[src/rtl/mips_defs.sv]
// Shared MIPS datapath definitions: widths and architectural register names.
package mips_defs;

  localparam int REG_ADDR_W = 5;
  localparam int DATA_W     = 32;
  localparam int REG_NUM    = 1 << REG_ADDR_W;

  // Architectural register indices used by control and software conventions.
  localparam logic [REG_ADDR_W-1:0] REG_ZERO = 5'd0;
  localparam logic [REG_ADDR_W-1:0] REG_SP   = 5'd29;
  localparam logic [REG_ADDR_W-1:0] REG_RA   = 5'd31;

  // True when the index names the hardwired-zero register.
  function automatic logic is_zero_reg(input logic [REG_ADDR_W-1:0] addr);
    return addr == REG_ZERO;
  endfunction

endpackage

[src/rtl/decoder_5to32.sv]
// One-hot decoder with enable. With en low the output is all zeros whatever
// addr holds, so an unknown address cannot select anything while disabled.
module decoder_5to32 #(
  parameter int ADDR_W = 5
) (
  input  logic                   en,
  input  logic [ADDR_W-1:0]      addr,
  output logic [(1<<ADDR_W)-1:0] sel
);

  // Raise exactly one select line when enabled, none otherwise.
  always_comb begin
    sel = '0;
    if (en) begin
      sel[addr] = 1'b1;
    end
  end

endmodule

[src/rtl/reg_file_demux_32x32.sv]
// MIPS general-purpose register file. One writeback port is steered to a single
// register through a one-hot write-enable demux; two combinational read ports
// feed rs/rt. Register 0 has no storage and always reads zero. Reads see the
// pre-edge contents: there is deliberately no write-through bypass.
module reg_file_demux_32x32 #(
  parameter int DATA_W = mips_defs::DATA_W,
  parameter int ADDR_W = mips_defs::REG_ADDR_W
) (
  input  logic              clk,
  input  logic              rst,
  input  logic              wr_en,
  input  logic [ADDR_W-1:0] wr_addr,
  input  logic [DATA_W-1:0] wr_data,
  input  logic [ADDR_W-1:0] rd_addr1,
  input  logic [ADDR_W-1:0] rd_addr2,
  output logic [DATA_W-1:0] rd_data1,
  output logic [DATA_W-1:0] rd_data2
);

  import mips_defs::*;

  localparam int NUM_REGS = 1 << ADDR_W;

  // One-hot write enables, already gated by wr_en.
  logic [NUM_REGS-1:0] wr_sel;

  // Read view of the whole file; entry 0 is the constant-zero register.
  logic [DATA_W-1:0] reg_view [0:NUM_REGS-1];

  decoder_5to32 #(
    .ADDR_W (ADDR_W)
  ) u_wr_decoder (
    .en   (wr_en),
    .addr (wr_addr),
    .sel  (wr_sel)
  );

  assign reg_view[0] = '0;

  // Registers 1..N-1: each loads only when its decoded enable is set.
  for (genvar i = 1; i < NUM_REGS; i++) begin : g_reg
    logic [DATA_W-1:0] q;

    // Asynchronous clear has priority over any write in the same cycle.
    always_ff @(posedge clk or posedge rst) begin
      if (rst) begin
        q <= '0;
      end else if (wr_sel[i]) begin
        q <= wr_data;
      end
    end

    assign reg_view[i] = q;
  end

  // Combinational read muxes; index 0 resolves to the zero entry.
  assign rd_data1 = reg_view[rd_addr1];
  assign rd_data2 = reg_view[rd_addr2];

  // The write demux must never select more than one register. Writes to
  // register 0 raise wr_sel[0], which is intentionally left without storage.
  a_wr_sel_onehot0 : assert property (@(posedge clk) disable iff (rst)
    $onehot0(wr_sel) && (wr_sel[0] == (wr_en && is_zero_reg(wr_addr))));

endmodule

[config.mk]
export PLATFORM = sky130hd
export DESIGN_NAME = reg_file_demux_32x32
export DESIGN_NICKNAME = d
export VERILOG_FILES = /design/src/rtl/mips_defs.sv /design/src/rtl/decoder_5to32.sv /design/src/rtl/reg_file_demux_32x32.sv
export SDC_FILE = /design/constraint.sdc
export NUM_CORES = 2
export LEC_CHECK = 0
export CAP_MARGIN = 5
export CORE_MARGIN = 10
export CORE_UTILIZATION = 52
export DETAILED_ROUTE_END_ITERATION = 10
export PLACE_DENSITY = 0.69
export SKIP_CTS_REPAIR_TIMING = 1
export SYNTH_ARGS = -nofsm -noshare
export SYNTH_HDL_FRONTEND = slang
export SYNTH_HIERARCHICAL = 1
export SYNTH_SLANG_ARGS = --single-unit
[constraint.sdc]
create_clock -name clk -period 46.5 [get_ports clk]
set_input_delay 13.95 -clock clk [delete_from_list [all_inputs] [get_ports clk]]
set_output_delay 13.95 -clock clk [all_outputs]
set_load 0.01 [all_outputs]
==> Yosys cells after proc, flatten, opt, wreduce, memory -nomap -nowiden <==
Cells that the tools add are included.
{ "classes": {"eq_ne": 0, "n_addsub": 0, "bitwise_logic": 2, "n_reduce_logical": 1, "magnitude_cmp": 4, "n_mux": 9, "n_div": 0, "shifts": 0, "n_mul": 0} }
{ "ops": {"columns": ["operator", "count"], "rows": [
  ["$bmux W32 S5", 2],
  ["$mux W32", 5],
  ["$ge A6 B6 Y1 const B", 2],
  ["$not A5 Y6", 2],
  ["$lt A5 B6 Y1 const B", 1],
  ["$demux W1 S5", 1],
  ["$ge A5 B1 Y1 const B", 1],
  ["$logic_and A1 B1 Y1", 1],
  ["$mux W1", 1]
]} }
{ "word_totals": {"latchBits": 0, "mem_count": 0, "register_bits": 992, "romBits": 0, "in_bits": 50, "ram_bits": 0, "output_inout_bits": 64} }

==> Logic depth before layout (Yosys ltp) <==
{ "logic_depth": {"depth_word": 5, "ltp_mapped": 8, "ltp_nobuf": 4} }

==> By module <==
Netlist, hierarchy kept.
{ "by_module_without_submodules": {"columns": ["mod", "area_per_inst_um2", "n_inst", "cells_each"], "rows": [
  ["reg_file_demux_32x32", 52984.6, 1, 3615],
  ["decoder_5to32", 230.2, 1, 47]
]} }

==> Least setup slack after synthesis <==
Ideal clock, no wire load.
{ "synth_timing": {"path_kind": "input-to-output", "startpoint": "input rd_addr2[1]", "endpoint": "output rd_data2[10]", "arrival_time_ns": 15.393, "t_required_ns": 32.550, "slack_ns": 17.157, "cell_stages": 7, "cell_sequence": "buf_2 > buf_2 > clkbuf_1 > mux4_2 > a22o_1 > o21ai_1 > o31ai_1"} }
{ "synth_between": {"elab_chain_cells": 4} }
{ "synth_lines": {"columns": ["element", "line", "text"], "rows": [
  ["start, declared", "reg_file_demux_32x32.sv:15", "input logic [ADDR_W-1:0] rd_addr2,"],
  ["$not A5 Y6 (not written as such)", "reg_file_demux_32x32.sv:58", "assign rd_data2 = reg_view[rd_addr2];"],
  ["$bmux W32 S5", "reg_file_demux_32x32.sv:58", null],
  ["$mux W32 (not written as such) (2 in series)", "reg_file_demux_32x32.sv:58", null],
  ["end, declared", "reg_file_demux_32x32.sv:17", "output logic [DATA_W-1:0] rd_data2"]
]} }
No other way between the ends. The select of a mux whose other input is x is not followed.

==> Final worst setup path <==
{ "layout_timing": {"startpoint": "input rd_addr2[0]", "endpoint": "output rd_data2[31]"} }
The elaborated chain is that of the path after synthesis.

==> flow_metrics.tcl <==
set metrics [dict create \
    power_mw 2.55 \
    drive_above_1_share_pct 48.2 \
    setup_tns_ns 0 \
    grt_max_degree 125 \
    synthCells 3661 \
    leakage_nw 24.8 \
    grtUsageMet3_pct 6.80 \
    num_antenna_cells 0 \
    totalWireLength_mm 164 \
    rows 117 \
    critPathBufInv 4 \
    hold_viol 0 \
    critPathTopFamily "buffers and inverters" \
    cp_max_fo 83 \
    grt_use_met1_pct 40.0 \
    fmax_mhz 31.1 \
    whs_ns 0.520 \
    fp.coreArea_um2 102000 \
    synth_area_per_cell_um2 14.5 \
    start_util_pct 52.3 \
    start_kind "input port" \
    cts_inserted_buffers 106 \
    grt_use_met2_pct 41.7 \
    crit_required_ns 32.55 \
    slew_headroom_pct 14.0 \
    viasPerCell 6.91 \
    path_clk_slew_ns 0.06 \
    die_w_um 340 \
    drc 0 \
    status "complete, no violations" \
    fin_nets 3580 \
    max_stage_delay_ns 0.84 \
    die_area_um2 116000 \
    rsz0062_at_grt "no" \
    clock_latency_ns 0.69 \
    crit_type "input port to output pin" \
    drt_iter0_markers 3401 \
    grt_pass1_wl_mm 244 \
    grt_overflow 0 \
    worstSetupEndpointType "output pin" \
    design_area_um2 58500 \
    gp_congestion 0.820 \
    wl_per_cell_um 32.9 \
    largest_register_ffs 992 \
    grt_pass1_vias 35063 \
    port_buffers 113 \
    ant_nets 0 \
    holdCritPathClass "flop to flop" \
    fin_crit_sh_pct 69.2 \
    dr.pass1.iters 5 \
    top_regs "g.q: 992 flops" \
    track_usage_pct 28.0 \
    hpwl_mm 92.7 \
    critPathArrivalTime_ns 18.24 \
    num_io_pins 114 \
    period_needed_ns 32.19 \
    dp_slack_ns 14.21 \
    grt_busiest_layer "met2" \
    setup-violations-final 0 \
    post_dp_cell_area_um2 55100 \
    mappedNetlistNets 3711 \
    finClkSkew_ns 0 \
    cp_slowest_cell "buf_4" \
    area_delta_synth_final_pct 9.99 \
    htreeDepth 3 \
    peakVddDrop_mv 0.0301 \
    setup_ws_ns 14.31 \
    cts_buffer_depth 3 \
    p_per_area_nw_per_um2 43.6 \
    antenna_found_initial 4 \
    drv_cap 0 \
    cts.sinks 992 \
    critPathMostFrequentCell "buf_4" \
    die_h_um 340 \
    ys_warn_count 6 \
    maxSlewViolCount 0 \
    vias 34361 \
    cts_tree "done" \
    worst_pin_slew_ns 1.29 \
    netlist_area_um2 53200 \
    top_register "g.q" \
    worstPathCellList "buf_8 -> buf_4 -> buf_4 -> mux4_2 -> a22o_1 -> o21ai_1 -> o31ai_1 -> clkdlybuf4s50_1" \
    cts_root_buf "clkbuf_16" \
]
[through the flow]
step | std cells | util, %
2_1_floorplan | 3661 | -
3_3_place_gp | 4790 | 54.1
3_5_place_dp | 4790 | 54.1
4_1_cts | 4976 | 57.5
5_1_grt | 4976 | 57.5
6_report | 4976 | 57.5
[placed cells by master (no fill, tap or decap), types with 3 or more instances in the layout]
master              n
clkbuf_8           21
and3_1             32
o31ai_1            64
clkinv_2           17
nor2_4             33
a211oi_1           64
nor2b_4             6
mux4_2            384
dfrtp_1           992
nand2_1            65
nand4bb_1           3
mux2i_1           160
o21ai_1            64
a22o_1            192
and2_1             32
o22ai_1            64
buf_8               4
mux2_2           1056
nand4b_1            3
bufinv_16           8
clkbuf_16         107
inv_6               4
clkbuf_1           25
clkdlybuf4s50_1   103
buf_4              84
[routing by layer]
layer | wire length [um] | part of all wire [%]
met5 | 30 | 0.018
met1 | 68800 | 42
met3 | 15800 | 9.7
met2 | 72900 | 44
met4 | 6260 | 3.8
[where the power goes]
part           internal [mW]  switching (mW)  total (mW)  leakage [nW]
Combinational          0.322           0.212       0.534          10.4
Sequential              1.03           0.126        1.16          12.7
Clock                  0.498           0.358       0.857          1.71
Total                   1.85           0.696        2.55          24.8
[final cells by class]
| cell class | instances | area, um2 |
|---|---|---|
| inverter | 3 | 21.3 |
| sequential | 992 | 24800 |
| fill | 8044 | 43200 |
| timing repair buffer | 194 | 1760 |
| multi-input combinational | 2233 | 26700 |
| clock inverter | 33 | 408 |
| clock buffer | 153 | 3060 |
| tap | 1368 | 1710 |
[final timing paths]
| check | start | to | slack [ns] | cells after the start |
|---|---|---|---|---|
| hold reg to reg | g_reg[14].q[7] | g_reg[14].q[7] | 0.52 | 1 |
| setup / recovery | rd_addr2[0] | rd_data2[31] | 14.31 | 8 |
| min in group asynchronous | rst | g_reg[12].q[15] | 13.87 | 2 |
| max in group asynchronous | rst | g_reg[9].q[24] | 29.44 | 5 |
| setup reg to reg | g_reg[1].q[10] | g_reg[1].q[10] | 45.69 | 1 |
| hold / removal | g_reg[14].q[7] | g_reg[14].q[7] | 0.52 | 1 |
No activity file was read; power rests on OpenSTA's default activity.
